===== src/rtl/qam_pkg.sv =====
// Shared types and constants for the QAM symbol deframer.
package qam_pkg;

    localparam int SYM_W  = 4;
    localparam int BYTE_W = 8;

    localparam logic [15:0] DEFAULT_SYNC_WORD = 16'hEB90;

    typedef enum logic [1:0] {
        ST_HUNT,
        ST_LEN,
        ST_PAYLOAD
    } state_t;

    function automatic logic [BYTE_W-1:0] pack_byte(input logic [SYM_W-1:0] first,
                                                    input logic [SYM_W-1:0] second);
        return {first, second};
    endfunction

endpackage


===== src/rtl/qam_byte_fifo.sv =====
// Small synchronous FIFO holding {last, byte} entries for the deframer output.
// The head reads as zero while empty so the AXI-Stream payload is clean after reset.
module qam_byte_fifo #(
    parameter int DEPTH = 4,
    parameter int WIDTH = 9
) (
    input  logic             clk,
    input  logic             rst_n,
    input  logic             wr_en,
    input  logic [WIDTH-1:0] wr_data,
    input  logic             rd_en,
    output logic [WIDTH-1:0] rd_data,
    output logic             full,
    output logic             empty
);
    localparam int AW = $clog2(DEPTH);
    localparam int PW = AW + 1;

    logic [WIDTH-1:0] mem [DEPTH];
    logic [AW:0]      wr_ptr;
    logic [AW:0]      rd_ptr;
    logic             do_wr;
    logic             do_rd;

    assign empty   = (wr_ptr == rd_ptr);
    assign full    = (wr_ptr[AW] != rd_ptr[AW]) && (wr_ptr[AW-1:0] == rd_ptr[AW-1:0]);
    assign do_rd   = rd_en && !empty;
    // A pop on the same edge frees the slot, so a write into a full FIFO still lands.
    assign do_wr   = wr_en && (!full || do_rd);
    assign rd_data = empty ? '0 : mem[rd_ptr[AW-1:0]];

    always_ff @(posedge clk) begin
        if (do_wr) begin
            mem[wr_ptr[AW-1:0]] <= wr_data;
        end
    end

    always_ff @(posedge clk or negedge rst_n) begin
        if (!rst_n) begin
            wr_ptr <= '0;
            rd_ptr <= '0;
        end else begin
            if (do_wr) begin
                wr_ptr <= wr_ptr + PW'(1);
            end
            if (do_rd) begin
                rd_ptr <= rd_ptr + PW'(1);
            end
        end
    end

endmodule


===== src/rtl/qam_deframer.sv =====
// Recovers length-prefixed byte frames from a 4-bit symbol stream and emits them on AXI-Stream.
// Define QAM_DEFRAMER_STATS_EN to build the frame_cnt / drop_cnt statistics counters.
module qam_deframer
    import qam_pkg::*;
#(
    parameter logic [15:0] SYNC_WORD  = DEFAULT_SYNC_WORD,
    parameter int          FIFO_DEPTH = 4
) (
    input  logic              axi_clk,
    input  logic              axi_rstn,
    input  logic              sym_valid,
    input  logic [SYM_W-1:0]  sym,
    output logic [BYTE_W-1:0] m_axis_tdata,
    output logic              m_axis_tvalid,
    input  logic              m_axis_tready,
    output logic              m_axis_tlast,
    output logic              in_frame,
    output logic              overflow,
    output logic [15:0]       frame_cnt,
    output logic [7:0]        drop_cnt
);
    state_t             state;
    logic [15:0]        history;
    logic [SYM_W-1:0]   first_nib;
    logic               second_phase;
    logic [7:0]         remaining;
    logic [BYTE_W-1:0]  pair_byte;
    logic               sync_hit;
    logic               byte_done;
    logic               pop;
    logic               drop;
    logic               fifo_full;
    logic               fifo_empty;
    logic [BYTE_W:0]    fifo_dout;

    assign pair_byte = pack_byte(first_nib, sym);
    assign sync_hit  = sym_valid && ({history[11:0], sym} == SYNC_WORD);
    assign byte_done = sym_valid && (state == ST_PAYLOAD) && second_phase;
    assign pop       = m_axis_tvalid && m_axis_tready;
    assign drop      = byte_done && fifo_full && !pop;

    qam_byte_fifo #(
        .DEPTH (FIFO_DEPTH),
        .WIDTH (BYTE_W + 1)
    ) u_fifo (
        .clk     (axi_clk),
        .rst_n   (axi_rstn),
        .wr_en   (byte_done),
        .wr_data ({remaining == 8'd1, pair_byte}),
        .rd_en   (m_axis_tready),
        .rd_data (fifo_dout),
        .full    (fifo_full),
        .empty   (fifo_empty)
    );

    assign m_axis_tvalid = !fifo_empty;
    assign m_axis_tlast  = fifo_dout[BYTE_W];
    assign m_axis_tdata  = fifo_dout[BYTE_W-1:0];

    // Sync search only runs in HUNT; a dropped byte still consumes length so framing stays aligned.
    always_ff @(posedge axi_clk or negedge axi_rstn) begin
        if (!axi_rstn) begin
            state        <= ST_HUNT;
            history      <= '0;
            first_nib    <= '0;
            second_phase <= 1'b0;
            remaining    <= '0;
            in_frame     <= 1'b0;
            overflow     <= 1'b0;
        end else begin
            if (drop) begin
                overflow <= 1'b1;
            end
            if (sym_valid) begin
                history <= {history[11:0], sym};
                case (state)
                    ST_HUNT: begin
                        second_phase <= 1'b0;
                        if (sync_hit) begin
                            state    <= ST_LEN;
                            in_frame <= 1'b1;
                        end
                    end
                    ST_LEN: begin
                        if (!second_phase) begin
                            first_nib    <= sym;
                            second_phase <= 1'b1;
                        end else begin
                            second_phase <= 1'b0;
                            if (pair_byte == 8'd0) begin
                                state    <= ST_HUNT;
                                in_frame <= 1'b0;
                            end else begin
                                state     <= ST_PAYLOAD;
                                remaining <= pair_byte;
                            end
                        end
                    end
                    ST_PAYLOAD: begin
                        if (!second_phase) begin
                            first_nib    <= sym;
                            second_phase <= 1'b1;
                        end else begin
                            second_phase <= 1'b0;
                            remaining    <= remaining - 8'd1;
                            if (remaining == 8'd1) begin
                                state    <= ST_HUNT;
                                in_frame <= 1'b0;
                            end
                        end
                    end
                    default: begin
                        state    <= ST_HUNT;
                        in_frame <= 1'b0;
                    end
                endcase
            end
        end
    end

`ifdef QAM_DEFRAMER_STATS_EN
    logic        frame_done;
    logic [15:0] frame_q;
    logic [7:0]  drop_q;

    assign frame_done = sym_valid && second_phase &&
                        (((state == ST_LEN) && (pair_byte == 8'd0)) ||
                         ((state == ST_PAYLOAD) && (remaining == 8'd1)));

    always_ff @(posedge axi_clk or negedge axi_rstn) begin
        if (!axi_rstn) begin
            frame_q <= '0;
            drop_q  <= '0;
        end else begin
            if (frame_done) begin
                frame_q <= frame_q + 16'd1;
            end
            if (drop && (drop_q != 8'hFF)) begin
                drop_q <= drop_q + 8'd1;
            end
        end
    end

    assign frame_cnt = frame_q;
    assign drop_cnt  = drop_q;
`else
    assign frame_cnt = '0;
    assign drop_cnt  = '0;
`endif

endmodule


===== config.mk =====
export PLATFORM = sky130hd
export DESIGN_NAME = qam_deframer
export DESIGN_NICKNAME = d
export VERILOG_FILES = /design/src/rtl/qam_pkg.sv /design/src/rtl/qam_byte_fifo.sv /design/src/rtl/qam_deframer.sv
export SDC_FILE = /design/constraint.sdc
export NUM_CORES = 1
export LEC_CHECK = 0
export BUFFER_PORTS_ARGS = -buffer_cell sky130_fd_sc_hd__buf_2
export CORE_UTILIZATION = 58
export DETAILED_ROUTE_END_ITERATION = 6
export PLACE_DENSITY = 0.88
export SETUP_SLACK_MARGIN = 0.05
export SYNTH_ARGS = -nofsm -noshare
export SYNTH_HDL_FRONTEND = slang
export SYNTH_SLANG_ARGS = --single-unit

===== constraint.sdc =====
create_clock -name axi_clk -period 1.94 [get_ports axi_clk]
set_input_delay 0.194 -clock axi_clk [delete_from_list [all_inputs] [get_ports axi_clk]]
set_output_delay 0.194 -clock axi_clk [all_outputs]
set_load 0.03 [all_outputs]

# After elaboration in Yosys (flattened, before gate mapping)
# Memories as Yosys holds them, arrays and structs flattened.
# Cells that the tools add are included.
# Widths: inputs -> output; s select.
# totals
register_bits	35
ramBits	36
input_bits	8
output_inout_bits	36
memories	1
# op_classes
n_addsub	3
eq_ne	13
mux	21
n_bitwise	1
n_reduce_logical	22
# memory_table
name	words	word_bits	rd	rd_ports_with_merged_regs	write_ports	line	text
u_fifo.mem	4	9	1	0	1	qam_byte_fifo.sv:19	logic [WIDTH-1:0] mem [DEPTH];
# op_table
cell	count
$mux 8	3
$eq 16x16->1 const B	1
$pmux 8 s2	1
$mux 2	5
$ne 2x2->1 const B	5
$reduce_and 5->1	2
$mux 9	1
$eq 8x1->1 const B	1
$logic_and 1x1->1	8
$logic_not 8->1	1
$mux 1	8
$sub 8x1->8 const B	1
$add 3x1->3 const B	2
$pmux 2 s3	1
$reduce_and 6->1	1
$reduce_bool 2->1	2
$eq 3x3->1	1
$logic_not 1->1	3
$pmux 1 s3	1
$reduce_and 3->1	1
$eq 2x1->1 const B	1
$eq 2x2->1	1
$eq 2x2->1 const B	1
$logic_not 2->1	1
7 further kinds	7

# Logic depth before layout (Yosys ltp)
# depth
ltp_word	7
depth_mapped	7

# Hierarchy
# A second synthesis with hierarchy kept.
# unflattened
cells_unflattened	252
hier_area_um2	3469.6
# by_module_without_submodules
module	n_inst	cells_each	area_each_um2	seq_area_each_um2
qam_byte_fifo	1	91	1774.2	1231.2
qam_deframer	1	161	1695.4	725.7

# Worst setup path after synthesis
# OpenSTA, ideal clock, no wires.
# synth_timing
kind	register to register
start	register state[0]
end	memory u_fifo.mem[2][0] (enable)
setup_time_ns	0.337
t_arrival_ns	1.411
t_required_ns	1.603
slack_ns	0.191
stages_incl_launch_ff	6
period_less_slack_ns	1.749
path_cell_list	dfrtp_1 > inv_1 > ha_1 > nand3_1 > nor2_4 > and2_1
# synth_between
elab_chain_len	6
# synth_lines
element	line	text
start, declared	qam_deframer.sv:22	state_t state;
start signal, assigned	qam_deframer.sv:63	state <= ST_HUNT;
start signal, assigned	qam_deframer.sv:80	state <= ST_LEN;
start signal, assigned	qam_deframer.sv:91	state <= ST_HUNT;
$eq 2x2->1	qam_deframer.sv:38	assign byte_done = sym_valid && (state == ST_PAYLOAD) && second_phase;
$logic_and 1x1->1 (2 in a row)	qam_deframer.sv:38	
$logic_and 1x1->1	qam_byte_fifo.sv:29	assign do_wr = wr_en && (!full || do_rd);
$mux 1	qam_byte_fifo.sv:33	if (do_wr) begin
$mux 1 (implied by the code)	qam_byte_fifo.sv:34	mem[wr_ptr[AW-1:0]] <= wr_data;
end, declared	qam_byte_fifo.sv:19	
# No other way between the ends.

# Worst setup path after layout
# layout_timing
start	register u_fifo.rd_ptr[0]
end	output m_axis_tdata[4]
# layout_between
elab_chain_len	2
# layout_lines
element	line	text
start, declared	qam_byte_fifo.sv:21	logic [AW:0] rd_ptr;
start signal, assigned	qam_byte_fifo.sv:47	rd_ptr <= rd_ptr + PW'(1);
$mem_v2 4x9 or $eq 3x3->1 (tied branches)	--	
$mux 9 *	qam_byte_fifo.sv:30	assign rd_data = empty ? '0 : mem[rd_ptr[AW-1:0]];
end, declared	qam_deframer.sv:13	output logic [BYTE_W-1:0] m_axis_tdata,
# Every way passes the cells marked *; elsewhere a longest branch is shown, timed or not.

==> results_dict.tcl <==
set metrics [dict create \
    clock-sinks 71 \
    ys_seq_area_share_pct 55.7 \
    synth.most_common_cell "edfxtp_1" \
    violations "setup timing" \
    clock-root-buffer "clkbuf_8" \
    dieArea_sq_mm 0.00638 \
    synth_area_per_cell_sq_um 14.1 \
    path_delay_family "multiplexers" \
    num_antenna_cells 0 \
    maxCapViolations 0 \
    grt_usage_pct 21.8 \
    drtAntennaViolNets 0 \
    routed_wl_um 6330 \
    synth_edf_count 36 \
    final_util_pct 70.4 \
    crit_fanout 5 \
    cts_buffers 9 \
    die_w_um 79.8 \
    globalRouteOverflowTotal 0 \
    cts_max_path_buffers 2 \
    outcome "finished, violations left" \
    crit_type "flop to primary output" \
    crit_path_start_kind "flop" \
    slew_viol_final 0 \
    path_buf_inv 2 \
    rsz0062_at_grt "yes" \
    dp_hpwl_um 4040 \
    fp.coreArea_sq_mm 0.00568 \
    ys_top_cells_by_area "edfxtp_1 (31%), dfrtp_1 (25%), mux4_2 (5.8%)" \
    grt_pass1_vias 2078 \
    synth-seq-cells 71 \
    cp.required_ns 1.75 \
    critical-path-slowest-cell "mux4_2" \
    hold_viol 0 \
    synth_top_area_cell "edfxtp_1" \
    fin_skew_ns 0.00424 \
    fin_nets 304 \
    crit_chain "clkbuf_16, mux4_2, and2b_1, buf_6" \
    grt_pass1_wl_um 9910 \
    tightest_slew_ns 0.755 \
    yosysWarnings 0 \
    endpoint_kind "primary output" \
    instances_no_fill 362 \
    setup_viol 8 \
    via_per_inst 5.60 \
    drive_gt1_share_pct 33.1 \
    ir_worst_vdd_mv 0.757 \
    vias 2027 \
    relSlewSlack_pct 49.7 \
    htreeDepth 3 \
    place_congestion 0.784 \
    dp.cells 338 \
    hold_class "primary input to flop" \
    setup_slack_ns -0.0571 \
    rows 27 \
    p_leak_nw 1.59 \
    initial_core_util_pct 61.9 \
    syn_area_sq_mm 0.00351 \
    drt_pre_antenna_iters 4 \
    cp_slowest_stage_delay_ns 0.51 \
    num_io_pins 44 \
    fin_crit_sh_pct 103 \
    portBuffers 19 \
    synth_flop_cell "edfxtp_1" \
    die_h_um 79.8 \
    async_reset_ff_share_pct 49.3 \
    clk_pin_slew_worst_paths_ns 0.07 \
    min_period_ns 2.00 \
    antenna_found_initial 0 \
    grt_max_degree 36 \
    post_drt_wl_per_cell_um 17.5 \
    ys_types 57 \
    synth_top_area_share_pct 30.8 \
    remaining_drc_errors 0 \
    cts_tree "done" \
    p_per_area_mw_per_mm2 1100 \
    area_growth_syn_to_layout_pct 13.6 \
    syn_inst 249 \
    cp_data_arrival_time_ns 1.80 \
    insertion_delay_ns 0.34 \
    synthTopCellsByCount "edfxtp_1 (36), dfrtp_1 (35), buf_4 (25)" \
    fmax_mhz 501 \
    drt_iter0_markers 89 \
]
cell usage in the layout (no fill, tap or decap), drive strengths merged, types with 2 or more instances in the layout:
master | Yosys | routed
nor2b | 3 | 3
and2 | 4 | 4
nand3 | 5 | 5
a31oi | 3 | 3
and2b | 7 | 7
mux2 | 16 | 16
mux4 | 9 | 9
clkbuf | 1 | 13
o21ai | 7 | 7
clkinv | 0 | 2
conb | 1 | 24
xor2 | 3 | 3
bufinv | 0 | 2
buf | 30 | 31
nand2 | 9 | 9
nand4 | 3 | 3
ha | 11 | 11
nor4 | 3 | 3
nor2 | 11 | 11
dfrtp | 35 | 35
nor3 | 3 | 3
inv | 13 | 13
nand3b | 2 | 2
edfxtp | 36 | 36
xnor2 | 4 | 4
a21oi | 8 | 8
o22a | 8 | 8
worst min-delay path: cells and delay by family:
kind	cells	cell delay (ns)
xor gates and xnor gates	1	0.07
buffers and inverters	1	0.13
and+or+nand+nor	1	0.08
cells by family (layout without fill, tap and decap cells):
group	Yosys count	after routing	synth area share [%]
fa+ha+maj	11	11	3.92
xor+xnor	7	7	2.39
mux	26	26	11.2
compound gates	34	34	8.08
flops	71	71	55.7
simple gates	55	55	10.5
other cells	1	24	0.107
buf+inv	44	62	8.12
per-stage QoR:
step | setup TNS, ns | hold WS (ns) | power [mW] | area (sq um) | setup slack, ns
finish | -0.159 | 0.174 | 4.40 | 3990 | -0.0571
floorplan | 0 | -0.102 | 2.58 | 3600 | 0.191
global placement | 0 | 0.308 | 2.77 | 3590 | 0.195
detailed placement | 0 | 0.314 | 2.80 | 3590 | 0.137
global route | -0.667 | 0.190 | 4.58 | 3990 | -0.0914
CTS | -0.369 | 0.166 | 4.35 | 3940 | -0.0606
power breakdown:
| group | total (mW) | leakage (nW) | internal (mW) | switching [mW] |
|---|---|---|---|---|
| sequential | 1.73 | 0.736 | 1.65 | 0.0769 |
| clock | 1.27 | 0.108 | 0.754 | 0.518 |
| combinational | 1.40 | 0.745 | 0.692 | 0.708 |
metal layers:
| layer | vias to the layer above | track usage [%] | part of all wire (%) |
|---|---|---|---|
| li1 | 942 | - | - |
| met1 | 1001 | 26.0 | 41 |
| met2 | 72 | 37.7 | 52 |
| met3 | 12 | 5.94 | 5.2 |
| met4 | 0 | 7.68 | 1.6 |
| met5 | - | 0 | 0 |
sequential cells by signal (all words and copies together) (netlist names):
signal         cells
u_fifo.wr_ptr      3
in_frame           1
state              2
first_nib          4
second_phase       1
overflow           1
u_fifo.mem        36
u_fifo.rd_ptr      3
remaining          8
history           12
layout make-up:
| cell class | instances | area [sq um] |
|---|---|---|
| Sequential cell | 71 | 1960 |
| Tap cell | 72 | 90.1 |
| Inverter | 13 | 48.8 |
| Clock buffer | 12 | 145 |
| Multi-Input combinational cell | 157 | 1390 |
| Timing Repair Buffer | 33 | 293 |
| Fill cell | 368 | 1680 |
| Clock inverter | 4 | 68.8 |
worst paths after layout:
path	start	endpoint	slack [ns]	cells after the start
worst max register to register	u_fifo.rd_ptr[0]	u_fifo.mem[1][2]	0.13	4
worst min-delay path	m_axis_tready	u_fifo.rd_ptr[0]	0.17	3
min in group asynchronous	axi_rstn	remaining[1]	0.46	2
max in group asynchronous	axi_rstn	u_fifo.rd_ptr[0]	0.95	2
worst min register to register	overflow	overflow	0.49	1
worst max-delay path	u_fifo.rd_ptr[0]	m_axis_tdata[4]	-0.06	4
timing repair:
| action | CTS | global route |
|---|---|---|
| gates resized for setup | 21 | 11 |
| hold buffers | 1 | 0 |
| pin swaps | 0 | 2 |
| setup endpoints to repair | 10 | 39 |
| setup buffers | 4 | 2 |
| endpoints found under the hold margin | 35 | 0 |
| cloned | 1 | 0 |
(Power assumes the default switching activity.)
